$ cat src/rtl/bcd_digit_entry.sv
// bcd_digit_entry
//   Calculator-style digit entry register fed by a decimal-to-BCD encoder,
//   plus a time-multiplexed, active-low seven-segment display of the number.
//
//   Each key press enters one BCD digit. The new digit goes into the
//   least-significant position and the older digits move one position up.
//   A press is rejected, with a one-cycle err pulse, when the code is not a
//   decimal digit or when the register is already full.
//
//   Optional build macro:
//     BCD_LEADING_ZERO_BLANK_EN - blank leading zero digits. Digit 0 is
//                                 always shown.
//
//   Parameters:
//     NUM_DIGITS  number of BCD digits stored and displayed (>= 2)
//     SCAN_DIV    clock cycles each display digit stays lit (>= 2)
//
//   Ports:
//     clk        system clock; all state changes on the rising edge
//     rst_n      asynchronous active-low reset
//     key_valid  level, high while any encoder input line is active
//     bcd_in     BCD code from the encoder, sampled on an accepted press
//     clear      synchronous clear of the entry register
//     value      stored digits; [3:0] is the most recently entered digit
//     count      number of digits entered (0..NUM_DIGITS)
//     full       high when count == NUM_DIGITS
//     err        one-cycle pulse on a rejected press
//     seg_n      segments {g,f,e,d,c,b,a}, active-low
//     an_n       digit enables, one-hot active-low; bit 0 = rightmost digit
module bcd_digit_entry #(
    parameter int NUM_DIGITS = 4,
    parameter int SCAN_DIV   = 1000
) (
    input  logic                              clk,
    input  logic                              rst_n,
    input  logic                              key_valid,
    input  logic [3:0]                        bcd_in,
    input  logic                              clear,
    output logic [4*NUM_DIGITS-1:0]           value,
    output logic [$clog2(NUM_DIGITS+1)-1:0]   count,
    output logic                              full,
    output logic                              err,
    output logic [6:0]                        seg_n,
    output logic [NUM_DIGITS-1:0]             an_n
);

    localparam int CW = $clog2(NUM_DIGITS + 1);
    localparam int IW = $clog2(NUM_DIGITS);
    localparam int PW = $clog2(SCAN_DIV);

    localparam logic [CW-1:0] FULL_CNT = CW'(NUM_DIGITS);
    localparam logic [IW-1:0] IDX_LAST = IW'(NUM_DIGITS - 1);
    localparam logic [PW-1:0] PS_LAST  = PW'(SCAN_DIV - 1);

    localparam logic [6:0] SEG_BLANK = 7'b1111111;

    // ------------------------------------------------------------------
    // Key press FSM
    // ------------------------------------------------------------------
    // Reset lands in HELD so a key that is already down when reset is
    // released is not taken as a press until it has been let go.
    typedef enum logic {
        IDLE,
        HELD
    } key_state_t;

    key_state_t state;
    key_state_t state_next;
    logic       accept;

    always_ff @(posedge clk or negedge rst_n) begin
        if (!rst_n) begin
            state <= HELD;
        end else begin
            state <= state_next;
        end
    end

    always_comb begin
        state_next = state;
        case (state)
            IDLE:    if (key_valid)  state_next = HELD;
            HELD:    if (!key_valid) state_next = IDLE;
            default: state_next = HELD;
        endcase
    end

    // The IDLE->HELD cycle is the only cycle in which a press is accepted.
    always_comb begin
        accept = 1'b0;
        if (state == IDLE && key_valid) begin
            accept = 1'b1;
        end
    end

    // ------------------------------------------------------------------
    // Entry register
    // ------------------------------------------------------------------
    logic bad_code;

    assign bad_code = (bcd_in > 4'd9);
    assign full     = (count == FULL_CNT);

    // clear takes priority over a press in the same cycle. The press is
    // dropped, but the FSM still moves to HELD, so the held key does not
    // enter a digit after the clear.
    always_ff @(posedge clk or negedge rst_n) begin
        if (!rst_n) begin
            value <= '0;
            count <= '0;
            err   <= 1'b0;
        end else if (clear) begin
            value <= '0;
            count <= '0;
            err   <= 1'b0;
        end else begin
            err <= accept && (bad_code || full);
            if (accept && !bad_code && !full) begin
                value <= {value[4*NUM_DIGITS-5:0], bcd_in};
                count <= count + CW'(1);
            end
        end
    end

    // ------------------------------------------------------------------
    // Display scan
    // ------------------------------------------------------------------
    logic [PW-1:0] prescale;
    logic [IW-1:0] idx;

    always_ff @(posedge clk or negedge rst_n) begin
        if (!rst_n) begin
            prescale <= '0;
            idx      <= '0;
        end else if (prescale == PS_LAST) begin
            prescale <= '0;
            idx      <= (idx == IDX_LAST) ? '0 : idx + IW'(1);
        end else begin
            prescale <= prescale + PW'(1);
        end
    end

    function automatic logic [6:0] seg_decode(input logic [3:0] d);
        logic [6:0] s;
        case (d)
            4'd0:    s = 7'b1000000;
            4'd1:    s = 7'b1111001;
            4'd2:    s = 7'b0100100;
            4'd3:    s = 7'b0110000;
            4'd4:    s = 7'b0011001;
            4'd5:    s = 7'b0010010;
            4'd6:    s = 7'b0000010;
            4'd7:    s = 7'b1111000;
            4'd8:    s = 7'b0000000;
            4'd9:    s = 7'b0010000;
            default: s = SEG_BLANK;
        endcase
        return s;
    endfunction

    logic [3:0]            digit;
    logic                  blank;
    logic [6:0]            seg_next;
    logic [NUM_DIGITS-1:0] an_next;

    assign digit = value[4*idx +: 4];

`ifdef BCD_LEADING_ZERO_BLANK_EN
    // zero_from[i] is high when digit i and every digit above it are zero.
    logic [NUM_DIGITS-1:0] zero_from;

    always_comb begin
        zero_from = '0;
        for (int unsigned i = 0; i < NUM_DIGITS; i++) begin
            zero_from[i] = ~|(value >> (4 * i));
        end
    end

    assign blank = (idx != '0) && zero_from[idx];
`else
    assign blank = 1'b0;
`endif

    always_comb begin
        seg_next = blank ? SEG_BLANK : seg_decode(digit);
        an_next  = ~(NUM_DIGITS'(1) << idx);
    end

    // Both outputs come from the same idx in the same register stage, so
    // the segment pattern never leads or lags its digit enable.
    always_ff @(posedge clk or negedge rst_n) begin
        if (!rst_n) begin
            seg_n <= 7'b1000000;
            an_n  <= {{(NUM_DIGITS-1){1'b1}}, 1'b0};
        end else begin
            seg_n <= seg_next;
            an_n  <= an_next;
        end
    end

endmodule

$ cat config.mk
export PLATFORM = sky130hd
export DESIGN_NAME = bcd_digit_entry
export DESIGN_NICKNAME = d
export VERILOG_FILES = /design/src/rtl/bcd_digit_entry.sv
export SDC_FILE = /design/constraint.sdc
export NUM_CORES = 1
export LEC_CHECK = 0
export BUFFER_PORTS_ARGS = -buffer_cell sky130_fd_sc_hd__buf_2
export CAP_MARGIN = 5
export CORE_MARGIN = 10
export CORE_UTILIZATION = 45
export DETAILED_ROUTE_END_ITERATION = 6
export PLACE_DENSITY = 0.67
export SLEW_MARGIN = 20
export SYNTH_ARGS = -nofsm -noshare
export SYNTH_HDL_FRONTEND = slang
export SYNTH_SLANG_ARGS = --single-unit
$ cat constraint.sdc
create_clock -name clk -period 3.75 [get_ports clk]
set_input_delay 0.75 -clock clk [delete_from_list [all_inputs] [get_ports clk]]
set_output_delay 0.75 -clock clk [all_outputs]
set_load 0.005 [all_outputs]
* Word level (Yosys, flattened, before mapping)
Memories as Yosys holds them, arrays and structs flattened. A register that Yosys moved wholly into a read port is not among the register bits.
Index checks and enable logic that the tools add are counted.
** Word-level totals
- Register bits after elaboration :: 37
- Memory bits (read-only) :: 112
- Bits of input ports :: 8
- Output and inout port bits :: 32
- Word-level logic and storage cells :: 37
- Memories :: 1
** Memory list
- (no name shown) :: depth 16, bits a word 7, rd ports 1, clocked after Yosys merged registers in 1, wr ports 0, RTL line 145 : case (d)
** Operators by class
- Add/subtract/negate cells :: 3
- Magnitude comparators :: 1
- Eq/ne operators :: 3
- Shift-type cells :: 2
- Mux-type cells :: 9
- Bitwise logic cells :: 2
- Reductions and logical operators :: 9
** Operator list (count)
- 16-bit two-way mux :: 2
- 16-bit by 5-bit indexed part select with 4-bit output :: 1
- 10-bit by 1-bit adder with 10-bit output (second input constant) :: 1
- 10-bit == test (second input constant) :: 1
- 10-bit two-way mux :: 1
- 3-bit two-way mux :: 2
- 4-bit greater-than comparator (second input constant) :: 1
- 1-bit logical AND :: 4
- 4-bit inverter :: 1
- 1-bit by 2-bit << shifter with 4-bit output (first input constant) :: 1
- 3-bit by 1-bit adder with 3-bit output (second input constant) :: 1
- 3-bit == test (second input constant) :: 1
- 1-bit zero test :: 3
- 1-bit two-way mux :: 3
- 2-bit by 1-bit adder with 2-bit output (second input constant) :: 1
- 2-bit == test (second input constant) :: 1
- 2-bit two-way mux :: 1
- 2-bit nonzero test :: 1
- 1-bit logical OR :: 1
- 1-bit inverter :: 1

* Longest topological paths before layout
Gate-level depths: netlist of the first run.
- Word-level depth :: 7
- Depth in mapped cells :: 8
- Gate-level depth less buffers :: 6

* Worst setup path after synthesis of the first run
Ideal clock, no wire load.
- Kind :: in2reg
- Start point :: in bcd_in[2]
- End point :: reg value[0]
- Library setup time :: 0.132 ns
- Arrival time :: 1.707 ns
- Required time :: 3.618 ns
- Slack :: 1.911 ns
- Stages :: 6
- Path buffers :: 2
- Path through :: o21ai_0 > nand3_1 > buf_2 > buf_2 > mux2i_1 > nor2_1
** Between the ends
- Longest elaborated chain between the ends :: 5
** Ends and longest elaborated chain
- start, declared :: RTL line 37 : input logic [3:0] bcd_in,
- 4-bit greater-than comparator :: RTL line 101 : assign bad_code = (bcd_in > 4'd9);
- 1-bit zero test :: RTL line 118 : if (accept && !bad_code && !full) begin
- 1-bit logical AND (2 in a row) :: RTL line 118
- 2-bit nonzero test (no source line)
- end signal, assigned :: RTL line 119 : value <= {value[4*NUM_DIGITS-5:0], bcd_in};
- end, declared :: RTL line 39 : output logic [4*NUM_DIGITS-1:0] value,
No other way between the ends.
A chain may end at the register's enable or synchronous reset.

* Worst setup path after layout of the first run
- Start point :: reg idx[0]
- End point :: reg seg_n[0]
** Between the ends
- Longest elaborated chain between the ends :: 1
** Ends and longest elaborated chain
- start, declared :: RTL line 129 : logic [IW-1:0] idx;
- start signal, assigned :: RTL line 137 : idx <= (idx == IDX_LAST) ? '0 : idx + IW'(1);
- 16-bit by 5-bit indexed part select with 4-bit output :: RTL line 166 : assign digit = value[4*idx +: 4];
- end, declared :: RTL line 43 : output logic [6:0] seg_n,
No other way between the ends.

==> impl_metrics.toml, run 1 <==
[place]
place_congestion = 0.7570
dp_hpwl_um = 2836
portBuffers = 39
place_inst = 270

[pwr]
vdd_ir_drop_max_v = 0.0001839
leakage_nw = 1.317
p_per_area_nw_per_um2 = 352.8

[yosys]
synth-main-ff-cell = "dfrtp_1"
yosysTopAreaCell = "dfrtp_1"
yosys_register_bits = 44
synth_nets = 205
synthArstFlopShare_pct = 100.0
yosysSeqAreaShare_pct = 52.24
netlist_instances = 185
yosysTopAreaCellShare_pct = 46.04
syn_area_per_cell_um2 = 11.46
yosysWarnings = 0
synth_area_leaders = "dfrtp_1 46%, mux2i_1 8.5%, ha_1 7.1%"
ys_types = 38
synth_edf_count = 0
synth_area_um2 = 2120

[timing]
setup_viol = 0
max_slew_margin_pct = 37.43
finClkSkew_ps = 9.157
worstMarginPinSlew_ps = 938.6
max_freq_ghz = 0.4997
finalCriticalPeriod_ps = 2001
tns_ps = 0
slew_violations = 0
finalHoldViolations = 0
rsz0062_at_grt = "no"
final.period_utilization_pct = 53.37

[clock_network]
cts_setup_buffers = 0
cts_sinks = 44
root_buffer = "clkbuf_8"
clk_pin_slew_ps = 80
cts_tree = "yes"
h-tree-depth = 2
numCtsBuffers = 5
clockBufferDepth = 2
hold_buffers = 0
cts_resized = 0
clk_latency_ps = 290

[finish]
final_cells = 278
diodes = 0
final_cell_mix = "39 x dfrtp_1, 39 x buf_2, 32 x nor2_1, 18 x mux2i_1, 13 x inv_1"
area_delta_synth_final_pct = 14.76
fillers = 414
multi_input_area_um2 = 918.4
final_net_count = 245
ff_latch_area_um2 = 1107
drive_gt1_share_pct = 26.99

[floorplan]
rows = 24
die_w_um = 88.63
die_h_um = 88.63
start_util_pct = 47.69
core_area_um2 = 4444
ioPinCount = 40
dieArea_um2 = 7855

[grt]
antenna_found_initial = 0
grt_overflow = 0
grt_pass1_wl_um = 6734
grt_max_degree = 45
first_global_vias = 1423
grt_use_total_pct = 10.82

[setup_path]
path_delay_family = "multiplexers"
crit_arrival_ps = 2190
crit_fanout = 8
end_kind = "flip-flop"
crit_chain = "mux4_1 > ha_1 > or2_0 > a21oi_2 > nor2_1"
cpPeakStageDelay_ps = 680
crit_buf_inv = 0
start_kind = "flip-flop"
critical_path_class = "flip-flop to flip-flop"
critPathRequiredTime_ps = 3940
slowest_stage = "mux4_1"

[routing]
dr.pass1.iters = 4
drc = 0
wire_per_inst_um = 13.95
antenna_left = 0
via_count = 1411
drt-initial-drc-count = 54
totalWireLength_um = 3879
vias_per_cell = 5.076

[run]
cap_violations = 0

[outcome]
status = "finished clean"

[worst_hold_path]
hold_class = "flip-flop to flip-flop"
power by group:
part	internal (mW)	switching, mW	leakage (nW)
clock network	0.150	0.150	0.0455
logic	0.0279	0.0390	0.694
registers	0.486	0.00483	0.577
total	0.664	0.194	1.32
registers in the layout, indices dropped and copies added, names as in the netlist:
register	cells
an_n	4
count	3
err	1
idx	2
prescale	10
seg_n	7
state	1
value	16
layout make-up:
cell class              instances  share of cell area [%]
inverters                      13                   2.006
flip-flops and latches         44                   45.52
well taps                      52                   2.675
clock buffers                   8                   3.704
multi-input cells             121                   37.76
repair buffers                 40                   8.333
layer usage:
| layer | vias up | part of all wire, % | global-route usage, % |
|---|---|---|---|
| met1 | 667 | 46 | 12.96 |
| met3 | 4 | 7.8 | 4.688 |
| met4 | 0 | 0.75 | 3.524 |
| met2 | 29 | 45 | 17.09 |
| met5 | - | 0 | 0 |
| li1 | 711 | - | - |
synthesized netlist by cell type, types with 3 or more instances:
cell type,instances
mux2i_1,18
xor2_1,3
a21oi_1,6
xnor2_1,3
ha_1,12
nand3_1,7
dfstp_2,5
nor2_1,32
inv_1,13
buf_2,3
o21ai_0,4
nand2_1,5
nor2b_1,3
dfrtp_1,39
cells by family after synthesis:
| family | synth area share [%] |
|---|---|
| AOI/OAI and AO/OA | 5.845 |
| xor gates and xnor gates | 2.480 |
| adders and majority gates | 7.084 |
| buffers and inverters | 4.427 |
| DFF | 52.24 |
| muxes | 13.64 |
| and+or+nand+nor | 14.29 |
worst register-to-register path, stage by stage, from the launching register on:
cell	delay, ps
dfrtp_1	550
mux4_1	680
ha_1	210
or2_0	240
a21oi_2	160
nor2_1	60
per-stage QoR:
stage | utilization (%) | hold WS, ps | setup WS [ps] | power, mW | cell area [um^2]
2_1_floorplan | - | 447.9 | 1911 | 0.5387 | 2120
3_3_place_gp | 52.70 | 473.7 | 1612 | 0.5678 | 2342
3_5_place_dp | 52.70 | 471.8 | 1591 | 0.5691 | 2342
4_1_cts | 54.73 | 482.4 | 1716 | 0.8726 | 2432
5_1_grt | 54.73 | 499.4 | 1617 | 0.8989 | 2432
6_report | 54.73 | 479.5 | 1749 | 0.8581 | 2432
path summary, 6_finish.rpt:
check,startpoint,to,slack [ps],cells past startpoint
worst max-delay path,idx[0]$_DFFE_PN0N_,seg_n[0]$_DFF_PN0_,1750,5
worst min-delay path,prescale[0]$_DFF_PN0_,prescale[0]$_DFF_PN0_,480,1
worst max register to register,idx[0]$_DFFE_PN0N_,seg_n[0]$_DFF_PN0_,1750,5
worst min register to register,prescale[0]$_DFF_PN0_,prescale[0]$_DFF_PN0_,480,1
max in group asynchronous,rst_n,idx[0]$_DFFE_PN0N_,2570,1
min in group asynchronous,rst_n,seg_n[2]$_DFF_PN0_,590,1
(Power assumes the default switching activity.)
==> run 2: changes to the inputs <==
--- a/config.mk
+++ b/config.mk
@@ -10,7 +10,7 @@
 export CORE_MARGIN = 10
 export CORE_UTILIZATION = 45
 export DETAILED_ROUTE_END_ITERATION = 6
-export PLACE_DENSITY = 0.67
+export PLACE_DENSITY = 0.7
 export SLEW_MARGIN = 20
 export SYNTH_ARGS = -nofsm -noshare
 export SYNTH_HDL_FRONTEND = slang
==> constraint.sdc (replaced) <==
create_clock -name clk -period 1.7 [get_ports clk]
set_input_delay 0.34 -clock clk [delete_from_list [all_inputs] [get_ports clk]]
set_output_delay 0.34 -clock clk [all_outputs]
set_load 0.005 [all_outputs]
==> impl_metrics.toml, run 2 (same netlist as run 1, synthesis figures left out) <==
[routing]
totalWireLength_um = 4379
drt-initial-drc-count = 85
wire_per_inst_um = 14.84
via_count = 1539
drc = 0
vias_per_cell = 5.217
dr.pass1.iters = 4
antenna_left = 0

[setup_path]
critical_path_class = "flip-flop to flip-flop"
crit_arrival_ps = 1880
crit_fanout = 4
critPathRequiredTime_ps = 1880
end_kind = "flip-flop"
start_kind = "flip-flop"

[clock_network]
cts_sinks = 44
h-tree-depth = 2
root_buffer = "clkbuf_8"
numCtsBuffers = 5
clockBufferDepth = 2
clk_latency_ps = 290
cts_tree = "yes"
clk_pin_slew_ps = 80

[finish]
largest_reg_flops = 16
top_register = "value"
top_regs = "value (16), prescale (10), seg_n (7)"
final_net_count = 262
final_cell_mix = "39 x buf_2, 38 x dfrtp_1, 32 x nor2_1, 18 x mux2i_1, 16 x buf_4"
final_common_cell = "buf_2"
drive_gt1_share_pct = 34.98
final_cells = 295
diodes = 0
area_delta_synth_final_pct = 23.14

[timing]
finalHoldViolations = 0
setup_viol = 0
worstMarginPinSlew_ps = 401.1
max_slew_margin_pct = 72.57
finalCriticalPeriod_ps = 1698
tns_ps = 0
max_freq_ghz = 0.5888
slew_violations = 0
layout_setup_ws_ps = 1.528
rsz0062_at_grt = "yes"
final.period_utilization_pct = 99.91
finClkSkew_ps = 8.711

[pwr]
power_mw = 2.109
leakage_nw = 1.414
p_per_area_nw_per_um2 = 808.1
vdd_ir_drop_max_v = 0.0004565

[place]
place_congestion = 0.8256
portBuffers = 39
dp_hpwl_um = 3274
place_ws_ps = -52.71
place_inst = 284

[grt]
grt_pass1_wl_um = 7500
grt_overflow = 0
first_global_vias = 1579
grt_use_total_pct = 11.93
grt_max_degree = 29
antenna_found_initial = 0

[run]
cap_violations = 0

[worst_hold_path]
hold_class = "input port to flip-flop"

[floorplan]
die_w_um = 88.63
ioPinCount = 40
die_h_um = 88.63
start_util_pct = 47.69
rows = 24
core_area_um2 = 4444
dieArea_um2 = 7855

[outcome]
status = "finished clean"
==> run 2: report_power, final <==
part	internal, mW	total, mW	switching [mW]
combinational	0.0766	0.170	0.0931
clock	0.519	0.857	0.338
sequential	1.07	1.08	0.0105
total	1.67	2.11	0.442
==> run 2: path summary, 6_finish.rpt <==
kind                                          to  depth (start not counted)  slack, ps             startpoint
min in group asynchronous     seg_n[4]$_DFF_PN0_                          2        500                  rst_n
max in group asynchronous        state$_DFF_PN1_                          3        650                  rst_n
setup reg to reg              seg_n[3]$_DFF_PN0_                          5          2     idx[0]$_DFFE_PN0N_
hold / removal                   state$_DFF_PN1_                          1        170              key_valid
setup / recovery              seg_n[3]$_DFF_PN0_                          5          2     idx[0]$_DFFE_PN0N_
hold reg to reg            prescale[0]$_DFF_PN0_                          1        470  prescale[0]$_DFF_PN0_
==> run 2: layer usage <==
metal	wire (um)	GRT usage [%]
met3	273	3.860
met1	1914	14.36
met5	0	0
met2	2135	19.28
met4	56	4.846
==> run 2: critical path, cell delays in order (launching register included) <==
cell and delay, ps:
dfrtp_2 430, mux4_2 560, ha_2 190, or2_0 200
a21oi_2 150, a21oi_1 60
==> run 2: metrics by stage <==
stage / hold slack (ps) / utilization, % / area [um^2]
after floorplan: 44.41 / - / 2117
after global placement: 287.7 / 55.29 / 2457
after detailed placement: 291.6 / 55.29 / 2457
after CTS: 160.0 / 58.39 / 2595
after global routing: 146.2 / 58.73 / 2610
final: 167.7 / 58.73 / 2610
==> run 2: what timing repair did <==
| item | 4_1_cts | 5_1_grt |
|---|---|---|
| setup endpoints to repair | 7 | 7 |
| hold endpoints to repair | 12 | 0 |
| setup buffers | 0 | 2 |
| hold buffers | 1 | 0 |
| resized for setup | 1 | 1 |
| gates cloned | 0 | 0 |
==> run 2: final cells by class <==
type                            instances  area, um^2
Tap cell                               52       65.06
Inverter                               13       48.80
Clock inverter                          1       30.03
Clock buffer                            7       96.34
Sequential cell                        44        1109
Fill cell                             396        1834
Timing Repair Buffer                   57       345.3
Multi-Input combinational cell        121       915.9
